<file path="src/rtl/axi_pkg.sv">
// Shared AXI constants and the read-slave FSM state type.
package axi_pkg;

  localparam logic [1:0] RESP_OKAY   = 2'b00;
  localparam logic [1:0] RESP_SLVERR = 2'b10;
  localparam logic [1:0] RESP_DECERR = 2'b11;

  localparam logic [1:0] BURST_INCR  = 2'b01;
  localparam logic [2:0] SIZE_WORD   = 3'b010;

  typedef enum logic [1:0] {
    IDLE,
    ADDR,
    DATA
  } state_e;

endpackage

</file>
<file path="src/rtl/axi_rd_addr_gen.sv">
// SRAM word address for the current (or, on advance, the next) beat of an INCR burst.
// Only the low 10 word-address bits count, so a burst wraps inside its 4 KB page.
module axi_rd_addr_gen #(
  parameter int SRAM_AW = 14
) (
  input  logic [SRAM_AW-1:0] i_start_word,
  input  logic [3:0]         i_beat,
  input  logic               i_advance,
  output logic [SRAM_AW-1:0] o_sram_a
);

  localparam int PAGE_W = 10;

  logic [PAGE_W-1:0] w_page_off;

  assign w_page_off = i_start_word[PAGE_W-1:0] + PAGE_W'(i_beat) + PAGE_W'(i_advance);
  assign o_sram_a   = {i_start_word[SRAM_AW-1:PAGE_W], w_page_off};

endmodule

</file>
<file path="src/rtl/axi_burst_read_slave.sv">
// AXI4 read-only slave serving INCR line-fill bursts from a 1-cycle-latency SRAM.
// Back-pressure is absorbed by holding the SRAM address, so no data buffer is needed.
module axi_burst_read_slave
  import axi_pkg::*;
#(
  parameter int                 ID_W    = 8,
  parameter int                 ADDR_W  = 32,
  parameter int                 DATA_W  = 32,
  parameter int                 SRAM_AW = 14,
  parameter logic [ADDR_W-1:0]  BASE    = 32'h0001_0000
) (
  input  logic               clk,
  input  logic               rst_n,
  input  logic [ID_W-1:0]    ARID_S,
  input  logic [ADDR_W-1:0]  ARADDR_S,
  input  logic [3:0]         ARLEN_S,
  input  logic [2:0]         ARSIZE_S,
  input  logic [1:0]         ARBURST_S,
  input  logic               ARVALID_S,
  output logic               ARREADY_S,
  output logic [ID_W-1:0]    RID_S,
  output logic [DATA_W-1:0]  RDATA_S,
  output logic [1:0]         RRESP_S,
  output logic               RLAST_S,
  output logic               RVALID_S,
  input  logic               RREADY_S,
  output logic               sram_cs,
  output logic               sram_oe,
  output logic [SRAM_AW-1:0] sram_a,
  input  logic [DATA_W-1:0]  sram_do
);

  state_e             r_state, w_next;
  logic [ID_W-1:0]    r_id;
  logic [SRAM_AW-1:0] r_word;
  logic [3:0]         r_len;
  logic [3:0]         r_cnt;
  logic [1:0]         r_resp;

  logic               w_ar_hs, w_r_hs, w_last, w_ok;
  logic [1:0]         w_resp;
  logic [SRAM_AW-1:0] w_gen_a;
  logic [1:0]         w_unused_addr;

  assign w_unused_addr = ARADDR_S[1:0];

  // Handshake is derived from state, not RVALID_S, to keep the address path loop-free.
  assign w_ar_hs = ARVALID_S & (r_state == IDLE);
  assign w_r_hs  = RREADY_S & (r_state == DATA);
  assign w_last  = (r_cnt == r_len);
  assign w_ok    = (r_resp == RESP_OKAY);

  always_comb begin
    w_resp = RESP_OKAY;
    if (ARADDR_S[ADDR_W-1:SRAM_AW+2] != BASE[ADDR_W-1:SRAM_AW+2])
      w_resp = RESP_DECERR;
    else if (ARBURST_S != BURST_INCR || ARSIZE_S != SIZE_WORD)
      w_resp = RESP_SLVERR;
  end

  axi_rd_addr_gen #(.SRAM_AW(SRAM_AW)) u_addr_gen (
    .i_start_word (r_word),
    .i_beat       (r_cnt),
    .i_advance    (w_r_hs & ~w_last),
    .o_sram_a     (w_gen_a)
  );

  // NOTE: state uses non-blocking assignments so every flop samples pre-edge values.
  always_ff @(posedge clk or negedge rst_n) begin
    if (!rst_n) r_state <= IDLE;
    else        r_state <= w_next;
  end

  always_comb begin
    w_next = r_state;
    case (r_state)
      IDLE:    if (w_ar_hs) w_next = ADDR;
      ADDR:    w_next = DATA;
      DATA:    if (w_r_hs && w_last) w_next = IDLE;
      default: w_next = IDLE;
    endcase
  end

  always_ff @(posedge clk or negedge rst_n) begin
    if (!rst_n) begin
      r_id   <= '0;
      r_word <= '0;
      r_len  <= '0;
      r_resp <= RESP_OKAY;
      r_cnt  <= '0;
    end else if (w_ar_hs) begin
      r_id   <= ARID_S;
      r_word <= ARADDR_S[SRAM_AW+1:2];
      r_len  <= ARLEN_S;
      r_resp <= w_resp;
      r_cnt  <= '0;
    end else if (w_r_hs && !w_last) begin
      r_cnt  <= r_cnt + 4'd1;
    end
  end

  // NOTE: every output gets a default first so no path through the case infers a latch.
  always_comb begin
    ARREADY_S = 1'b0;
    RVALID_S  = 1'b0;
    RLAST_S   = 1'b0;
    RRESP_S   = RESP_OKAY;
    RID_S     = '0;
    RDATA_S   = '0;
    sram_cs   = 1'b0;
    sram_oe   = 1'b0;
    sram_a    = '0;
    case (r_state)
      IDLE: ARREADY_S = 1'b1;
      ADDR: begin
        sram_cs = w_ok;
        sram_oe = w_ok;
        sram_a  = w_gen_a;
      end
      DATA: begin
        RVALID_S = 1'b1;
        RLAST_S  = w_last;
        RRESP_S  = r_resp;
        RID_S    = r_id;
        RDATA_S  = w_ok ? sram_do : '0;
        sram_cs  = w_ok;
        sram_oe  = w_ok;
        sram_a   = w_gen_a;
      end
      default: ;
    endcase
  end

endmodule

</file>
<file path="config.mk">
export PLATFORM = sky130hd
export DESIGN_NAME = axi_burst_read_slave
export DESIGN_NICKNAME = d
export VERILOG_FILES = /design/src/rtl/axi_pkg.sv /design/src/rtl/axi_rd_addr_gen.sv /design/src/rtl/axi_burst_read_slave.sv
export SDC_FILE = /design/constraint.sdc
export NUM_CORES = 1
export LEC_CHECK = 0
export BUFFER_PORTS_ARGS = -buffer_cell sky130_fd_sc_hd__buf_2
export CORE_ASPECT_RATIO = 1.5
export CORE_MARGIN = 2
export CORE_UTILIZATION = 40
export DETAILED_ROUTE_END_ITERATION = 10
export PLACE_DENSITY = 0.77
export SYNTH_ARGS = -nofsm -noshare
export SYNTH_HDL_FRONTEND = slang
export SYNTH_HIERARCHICAL = 1
export SYNTH_SLANG_ARGS = --single-unit
</file>
<file path="constraint.sdc">
create_clock -name clk -period 4.6 [get_ports clk]
set_clock_uncertainty 0.05 [all_clocks]
set_input_delay 0.92 -clock clk [delete_from_list [all_inputs] [get_ports clk]]
set_output_delay 0.92 -clock clk [all_outputs]
set_load 0.05 [all_outputs]
</file>
==> results.toml, run 1 <==
[job]
maxCapViolCount = 0

[worst_setup_path]
r2r_end = "r_word[2]"
cp-start-kind = "primary input"
crit_type = "primary input to output port"
arrival_ns = 3.21
cp_slowest_cell = "fa_1"
r2r_start = "r_state[0]"
cp_slowest_stage_delay_ns = 0.41
required_ns = 3.63
reg2reg_slack_ns = 2.46
cp_cell_sequence = "buf_2 -> nand2_1 -> a41oi_2 -> inv_1 -> fa_1 -> fa_1 -> nand2b_1 -> a21oi_2 -> nand3_1 -> xnor2_1 -> and2_1 -> buf_2"
critPathLaunch = "RREADY_S"
reg2regPathDepth = 5
cp-end-kind = "output port"
crit_fanout = 5

[power]
ir_drop_mv = 0.370
p_int_mw = 1.06
leakage_nw = 1.67
power_frac_seq = 0.257
p_sw_mw = 1.02
power.density_mw_per_mm2 = 665
switching_share = 0.489
comb_power_share = 0.583
power_mw = 2.08
pwr-share-clk = 0.160

[hold_path]
hold_path_class = "flop to flop"
hold_start = "r_id[2]"
holdPathStages = 1
holdPathEnd = "r_id[2]"

[finish]
final.fill_count = 520
final_cells = 430
fin_util = 0.579
design_area_sq_mm = 0.00313
drive_above_1_share = 0.456
antenna_cells = 0
area_delta_synth_final_pct = 40.6
nNetsFinal = 454

[synthesis]
synth_area_sq_mm = 0.00223
synth_edf_count = 0
post-synth-top-count-cell = "and2_1"
yosysTopAreaCell = "dfrtp_1"
yosys.area.top_type_share = 0.382
yosysWarnings = 6
synth.ff_latch_count = 34
avgSynthCellArea_sq_um = 10.2
synthCells = 218
synthesis.nets = 313
ys_seq_area_frac = 0.382
ys.flop_type = "dfrtp_1"
yosys-top-cells-count = "and2_1 (56), dfrtp_1 (34), mux2_1 (25)"
async_flop_share = 1.00
yosys-top-cells-area = "dfrtp_1 (38%), and2_1 (16%), mux2_1 (13%)"
synthDistinctLibCells = 39

[timing]
fin_crit_sh = 0.909
worst_slack_ns = 0.418
max_clock_freq_ghz = 0.239
finalSetupViolCount = 0
tns_ns = 0
slew_viol_final = 0
worstMarginPinSlew_ns = 0.763
rsz0062_at_grt = "false"
fin_crit_ns = 4.18
hold_slack_ns = 0.440
hold_viol_final = 0
relSlewSlack = 0.491

[routing]
drc_errors = 0
via_count = 2072
via_per_inst = 4.82
wl_um = 6000
drtIter0Drc = 44
dr.pass1.iters = 4
drt-wirelength-per-cell_um = 13.9
ant_nets = 0

[placement]
dp_slack_ns = 0.399
dp_cells = 422
hpwl_um = 4850
place.gp.congestion = 0.803
io_buffers = 143
placed_area_sq_mm = 0.00299

[cts]
clock_path_buffers = 2
post_cts_buffers = 0
clock-sinks = 34
cts_resized = 0
htreeDepth = 2
clk_pin_slew_ns = 0.08
cts_hold_buffers = 0
cts_root_buffer = "clkbuf_8"
clock_latency_ns = 0.28
cts_buffers = 5
cts_tree = "built"

[status]
status = "completed"

[die]
initial_core_util = 0.412
die_h_um = 95.4
row_count = 33
core_sq_mm = 0.00541
die_w_um = 64.9
die_area_sq_mm = 0.00619
io_pins = 146

[grt]
grtUsageTotal = 0.202
antenna_found_initial = 0
grt_pass1_vias = 2107
grt_max_degree = 35
grt_pass1_wl_um = 9620
grt-ovfl-total = 0
-- layout by cell type (no fill, tap or decap), types with 3 or more instances in the layout --
cell type and n:
inv_1 9, mux2_1 25, and2_1 56, ha_1 8
dfrtp_1 34, buf_4 4, nand2_1 8, nor4_1 4
buf_2 143, nor2_1 5, xnor2_1 11, nand3b_1 3
nand3_1 3, a21oi_1 4, clkbuf_8 5, o21ai_1 4
-- power by group through the flow --
stage / clock (mW) / sequential, mW / combinational, mW
after floorplan: 0 / 0.516 / 0.993
after global placement: 0 / 0.534 / 1.20
after detailed placement: 0 / 0.542 / 1.22
after CTS: 0.340 / 0.537 / 1.23
after global routing: 0.354 / 0.556 / 1.31
final: 0.333 / 0.536 / 1.21
-- state kept, by name (all words and copies together) (netlist names) --
register  cells
r_word       14
r_id          8
r_cnt         4
r_len         4
r_resp        2
r_state       2
-- cell families after synthesis --
group / count (synthesis) / synth area share
and+or+nand+nor: 95 / 0.262
xor gates and xnor gates: 12 / 0.0472
AOI/OAI and AO/OA: 17 / 0.0573
adders and majority gates: 10 / 0.0630
DFF: 34 / 0.382
muxes: 28 / 0.141
buffers and inverters: 22 / 0.0472
-- layout make-up --
type	count	area, sq um	share of cell area
Sequential cell	34	851	0.272
Inverter	9	33.8	0.0108
Tap cell	70	87.6	0.0280
Clock inverter	3	68.8	0.0220
Clock buffer	5	68.8	0.0220
Timing Repair Buffer	147	746	0.238
Multi-Input combinational cell	162	1270	0.407
-- critical path, delay by kind of cell --
family	cells	cell delay, ns
compound gates	2	0.39
xor+xnor	1	0.14
fa+ha+maj	2	0.82
buf+inv	3	0.44
simple gates	4	0.49
-- how the worst max path moves through the flow --
stage / endpoint / slack, ns / cells after the start
floorplan: sram_a[8] / 0.28 / 12
global placement: sram_a[6] / 0.46 / 12
detailed placement: sram_a[6] / 0.40 / 12
CTS: sram_a[6] / 0.39 / 12
global route: sram_a[6] / 0.24 / 13
finish: sram_a[6] / 0.42 / 12
-- metal layers --
layer | vias up | part of all wire | GRT usage
li1 | 1007 | - | -
met1 | 947 | 0.40 | 0.240
met2 | 110 | 0.50 | 0.357
met3 | 8 | 0.088 | 0.0484
met4 | 0 | 0.0098 | 0.0638
met5 | - | 0 | 0
(Power assumes the default switching activity.)
==> inputs of run 2 (changes only) <==
--- a/config.mk
+++ b/config.mk
@@ -5,12 +5,13 @@
 export SDC_FILE = /design/constraint.sdc
 export NUM_CORES = 1
 export LEC_CHECK = 0
+export ABC_AREA = 1
 export BUFFER_PORTS_ARGS = -buffer_cell sky130_fd_sc_hd__buf_2
 export CORE_ASPECT_RATIO = 1.5
 export CORE_MARGIN = 2
 export CORE_UTILIZATION = 40
 export DETAILED_ROUTE_END_ITERATION = 10
-export PLACE_DENSITY = 0.77
+export PLACE_DENSITY_LB_ADDON = 0.12
 export SYNTH_ARGS = -nofsm -noshare
 export SYNTH_HDL_FRONTEND = slang
 export SYNTH_HIERARCHICAL = 1
==> run 2 against run 1 <==
Against the previous run: clock power about the same; count of clock-buffer cells in the layout unchanged; final cell count is 40% higher; critical endpoint unchanged; worst hold slack got worse by 0.012 ns; critical path type unchanged; global-route usage shrank 1.7 points; via count grew 25%; first-iteration DRC count rose by 52%; area after synthesis is 11% higher; fmax grew 2.9%; combinational power is essentially flat; utilization fell by 2.8 points.
==> results.toml, run 2 <==
[cts]
post_cts_buffers = 0
clock_latency_ns = 0.29
clock-sinks = 34
clock_path_buffers = 2
cts_buffers = 5
cts_tree = "built"
cts_hold_buffers = 0
clk_pin_slew_ns = 0.07
cts_root_buffer = "clkbuf_8"
cts_resized = 0
htreeDepth = 2

[finish]
antenna_cells = 0
largest_reg_flops = 14
area_delta_synth_final_pct = 35.2
final_common_cell = "nand2_1"
drive_above_1_share = 0.323
regMostFlops = "r_word"
final_cell_mix = "nand2_1 (147), buf_2 (143), inv_1 (87), nor2_1 (44), dfrtp_1 (34)"
top_regs = "r_word: 14 flops, r_id: 8 flops"
final_cells = 603
nNetsFinal = 623

[grt]
grt_pass1_vias = 2248
grt_pass1_wl_um = 9800
grtUsageTotal = 0.185
grt_max_degree = 35
use_met3 = 0.0235
grt-ovfl-total = 0
antenna_found_initial = 0
busiest_layer = "met2"
grt_util_met2 = 0.333
use_met1 = 0.224

[hold_path]
holdPathStages = 2
holdPathEnd = "r_id[1]"
hold_start = "r_id[1]"
hold_path_class = "flop to flop"

[timing]
relSlewSlack = 0.343
worst_slack_ns = 0.534
slew_viol_final = 0
max_clock_freq_ghz = 0.246
fin_crit_sh = 0.884
rsz0062_at_grt = "false"
worstMarginPinSlew_ns = 0.983
fin_crit_ns = 4.07
hold_viol_final = 0
finalSetupViolCount = 0
hold_slack_ns = 0.428
tns_ns = 0

[die]
die_w_um = 68.3
row_count = 35
initial_core_util = 0.407
io_pins = 146
die_h_um = 100
core_sq_mm = 0.00609
die_area_sq_mm = 0.00686

[worst_setup_path]
arrival_ns = 3.10
cp-end-kind = "output port"
crit_type = "primary input to output port"
r2r_start = "r_state[1]"
cp-start-kind = "primary input"
r2r_end = "r_resp[1]"
reg2regPathDepth = 7
required_ns = 3.63
crit_fanout = 5
reg2reg_slack_ns = 2.44

[routing]
wl_um = 6080
drt-wirelength-per-cell_um = 10.1
dr.pass1.iters = 4
ant_nets = 0
via_per_inst = 4.31
via_count = 2599
drc_errors = 0
drtIter0Drc = 67

[placement]
place.gp.congestion = 0.802
dp_cells = 595
hpwl_um = 4640
dp_slack_ns = 0.526
io_buffers = 143

[job]
maxCapViolCount = 0

[synthesis]
synthesis.nets = 487
synth_area_sq_mm = 0.00248
ys.flop_type = "dfrtp_1"
yosysTopAreaCell = "dfrtp_1"
synthCells = 392
async_flop_share = 1.00
synth_edf_count = 0
yosysWarnings = 6
yosys.area.top_type_share = 0.343
synth.ff_latch_count = 34
yosys-top-cells-count = "nand2_1 (147), inv_1 (87), nor2_1 (44)"
synthDistinctLibCells = 27
avgSynthCellArea_sq_um = 6.32
post-synth-top-count-cell = "nand2_1"
ys_seq_area_frac = 0.343
yosys-top-cells-area = "dfrtp_1 (34%), nand2_1 (22%), inv_1 (13%)"

[power]
power.density_mw_per_mm2 = 620
ir_drop_mv = 0.346
leakage_nw = 2.37

[status]
status = "completed"
[run 2: changes by cell type in the layout (fill, tap and decap cells not counted), moves of 4 or more]
cell     previous run  this run
and2_1             56         0
inv_1               9        87
mux2_1             25         0
nand2_1             8       147
nand2_2             0         8
nand3_1             3        17
nor2_1              5        44
o21ai_1             4         0
xnor2_1            11         2
[run 2: final cells by class]
cell class	count	area [sq um]
multi-input cells	252	1200
flip-flops and latches	34	851
clock buffers	5	68.8
repair buffers	145	731
well taps	74	92.6
clock inverters	3	68.8
fillers	659	2740
inverters	90	340
[run 2: worst max path at each step]
stage	startpoint	to	slack, ns
after floorplan	r_state[0]	sram_a[6]	0.61
after global placement	RREADY_S	sram_a[6]	0.56
after detailed placement	RREADY_S	sram_a[6]	0.53
after CTS	RREADY_S	sram_a[6]	0.52
after global routing	r_cnt[3]	sram_a[6]	0.28
final	RREADY_S	sram_a[6]	0.53
[run 2: logic make-up after synthesis]
kind of cell,share of synthesized area
flops,0.343
buf+inv,0.173
simple gates,0.393
compound gates,0.0131
fa+ha+maj,0.0565
xor+xnor,0.0212
[run 2: layer usage]
metal,vias to the layer above,wire length (um)
li1,1391,-
met1,1122,2460
met2,82,3220
met3,4,337
met4,0,65
met5,-,0
[run 2: metrics by stage]
step	area, sq um	utilization	power [mW]
2_1_floorplan	2480	-	1.50
3_3_place_gp	3210	0.528	1.74
3_5_place_dp	3210	0.528	1.76
4_1_cts	3350	0.551	2.10
5_1_grt	3350	0.551	2.25
6_report	3350	0.551	2.08
[run 2: power by group]
group	internal [mW]	switching [mW]
logic	0.322	0.883
registers	0.431	0.107
clock network	0.217	0.119
total	0.970	1.11
[run 2: critical path, cell delays in order]
cell      delay, ns
buf_2          0.09
nand2_1        0.05
inv_1          0.08
nand2_4        0.08
inv_4          0.07
inv_1          0.05
fa_1           0.40
fa_1           0.42
nand3b_1       0.18
nand2_1        0.16
nand2_1        0.09
xnor2_1        0.14
nand2_1        0.06
inv_1          0.06
buf_2          0.25
==> inputs of run 3 (changes only) <==
--- a/config.mk
+++ b/config.mk
@@ -12,6 +12,7 @@
 export CORE_UTILIZATION = 40
 export DETAILED_ROUTE_END_ITERATION = 10
 export PLACE_DENSITY_LB_ADDON = 0.12
+export SETUP_SLACK_MARGIN = 0.2
 export SYNTH_ARGS = -nofsm -noshare
 export SYNTH_HDL_FRONTEND = slang
 export SYNTH_HIERARCHICAL = 1
==> constraint.sdc (replaced) <==
create_clock -name clk -period 3.9 [get_ports clk]
set_clock_uncertainty 0.05 [all_clocks]
set_input_delay 0.78 -clock clk [delete_from_list [all_inputs] [get_ports clk]]
set_output_delay 0.78 -clock clk [all_outputs]
set_load 0.05 [all_outputs]
==> run 3 against run 2 <==
Against the previous run: combinational power grew 28%; non-clock buffer count increased by 11; first-iteration DRC count shrank 1.5%; count of clock-buffer cells in the layout grew 1; global-route usage rose by 0.18 points; utilization rose by 1.3 points; design area up 2.4%; final cell count increased by 1.7%; critical path type is now flop to output port; critical endpoint unchanged; flip-flop and latch count unchanged.
==> results.toml, run 3 (synthesis results as in run 2) <==
[die]
row_count = 35
core_sq_mm = 0.00609
io_pins = 146
initial_core_util = 0.407
die_h_um = 100
die_w_um = 68.3
die_area_sq_mm = 0.00686

[power]
switching_share = 0.548
pwr-share-clk = 0.103
leakage_nw = 2.39
p_sw_mw = 1.32
p_int_mw = 1.09
comb_power_share = 0.634
power.density_mw_per_mm2 = 702
power_frac_seq = 0.263
ir_drop_mv = 0.362

[worst_setup_path]
reg2regPathDepth = 7
cp_slowest_stage_delay_ns = 0.40
cp-start-kind = "flop"
cp.depth = 16
crit_fanout = 5
cp-end-kind = "output port"
crit_type = "flop to output port"
cp_cell_sequence = "inv_2 -> ha_2 -> nand2_1 -> inv_2 -> nand2_4 -> inv_4 -> inv_4 -> fa_2 -> fa_2 -> nand3b_1 -> nand2_2 -> nand2_2 -> xnor2_1 -> nand2_1 -> inv_1 -> buf_6"
cp_top_family = "adder cells"
arrival_ns = 2.76
cp_slowest_cell = "dfrtp_1"
worst-path-buf-inv = 6
required_ns = 3.07

[routing]
via_per_inst = 4.34
dr.pass1.iters = 4
drt-wirelength-per-cell_um = 9.87
wl_um = 6050
highest_layer = "met4"
m1WireLength_um = 2460
met3_length_um = 405
ant_nets = 0
drtIter0Drc = 66
via_count = 2658
wl_met2_um = 3110
drc_errors = 0

[grt]
grtUsageTotal = 0.187
antenna_found_initial = 0
grt_pass1_wl_um = 10200
grt_pass1_vias = 2436
grt_max_degree = 35
grt-ovfl-total = 0

[timing]
hold_viol_final = 0
worstMarginPinSlew_ns = 0.946
tns_ns = 0
slew_viol_final = 0
fin_crit_ns = 3.59
fin_crit_sh = 0.920
finalSetupViolCount = 0
worst_slack_ns = 0.310
max_clock_freq_ghz = 0.279
rsz0062_at_grt = "true"
relSlewSlack = 0.368

[finish]
regMostFlops = "r_word"
top_regs = "r_word: 14 flops, r_id: 8 flops"
antenna_cells = 0
nNetsFinal = 634
final_cells = 613
drive_above_1_share = 0.365
final_cell_mix = "nand2_1 (142), buf_2 (140), inv_1 (81), nor2_1 (44), dfrtp_1 (31)"
design_area_sq_mm = 0.00343
area_delta_synth_final_pct = 38.4
largest_reg_flops = 14
final_common_cell = "nand2_1"

[placement]
dp_slack_ns = 0.122
io_buffers = 143
hpwl_um = 4600
placed_area_sq_mm = 0.00322
place.gp.congestion = 0.786
dp_cells = 595

[cts]
cts_root_buffer = "clkbuf_8"
cts_tree = "built"
htreeDepth = 2
cts_hold_buffers = 0
clock_latency_ns = 0.28
clock_path_buffers = 2
clock-sinks = 34
cts_buffers = 5
clk_pin_slew_ns = 0.07

[job]
maxCapViolCount = 0

[hold_path]
hold_path_class = "flop to flop"
holdPathStages = 2

[status]
status = "completed"
==> run 3: changes by cell type in the layout (fill, tap and decap cells not counted), moves of 2 or more <==
cell / before / now
buf_2: 143 / 140
buf_4: 2 / 13
buf_6: 0 / 2
bufinv_16: 2 / 0
dfrtp_1: 34 / 31
dfrtp_2: 0 / 3
fa_1: 2 / 0
fa_2: 0 / 2
inv_1: 87 / 81
inv_2: 2 / 7
nand2_1: 147 / 142
nand2_2: 8 / 13
==> run 3: worst reg2reg max path, cell delays in order, from the launching register on <==
cell      delay [ns]
dfrtp_1         0.40
inv_1           0.10
ha_1            0.20
nand2_1         0.07
buf_4           0.23
inv_1           0.69
nand2_1         0.17
o211ai_1        0.12
==> run 3: layer usage <==
metal / up-vias / global-route usage
li1: 1412 / -
met1: 1147 / 0.207
met2: 91 / 0.352
met3: 8 / 0.0314
met4: 0 / 0.0538
met5: - / 0
==> run 3: area by class of cell <==
type / instances / area [sq um]
clock inverter: 1 / 7.51
timing repair buffer: 156 / 836
tap: 74 / 92.6
sequential: 34 / 855
clock buffer: 6 / 72.6
fill: 628 / 2660
multi-input combinational: 252 / 1220
inverter: 90 / 343
==> run 3: final timing paths <==
check                            from   endpoint  slack, ns
max in group asynchronous       rst_n   r_cnt[1]       2.72
setup / recovery           r_state[0]  sram_a[6]       0.31
hold reg to reg               r_id[0]    r_id[0]       0.43
min in group asynchronous       rst_n    r_id[5]       0.52
setup reg to reg           r_state[1]  r_resp[1]       1.80
hold / removal                r_id[0]    r_id[0]       0.43
==> run 3: through the flow <==
step / total power [mW] / utilization / hold slack [ns]
after detailed placement: 2.08 / 0.528 / 0.415
after global routing: 2.63 / 0.564 / 0.450
after CTS: 2.35 / 0.544 / 0.435
after floorplan: 1.77 / - / 0.399
after global placement: 2.06 / 0.528 / 0.413
final: 2.41 / 0.564 / 0.431
==> run 3: power by group through the flow <==
stage / Clock, mW / Combinational (mW) / Sequential [mW]
floorplan: 0 / 1.16 / 0.608
global placement: 0 / 1.43 / 0.634
detailed placement: 0 / 1.44 / 0.639
CTS: 0.258 / 1.46 / 0.635
global route: 0.269 / 1.70 / 0.655
finish: 0.247 / 1.53 / 0.633
==> run 3: repair_timing <==
action                     CTS  global route
pin swaps                    0             9
setup buffers                0            11
gates cloned                 0             0
hold endpoints to repair     0             0
setup endpoints to repair    3             4
gates resized for setup      7            18
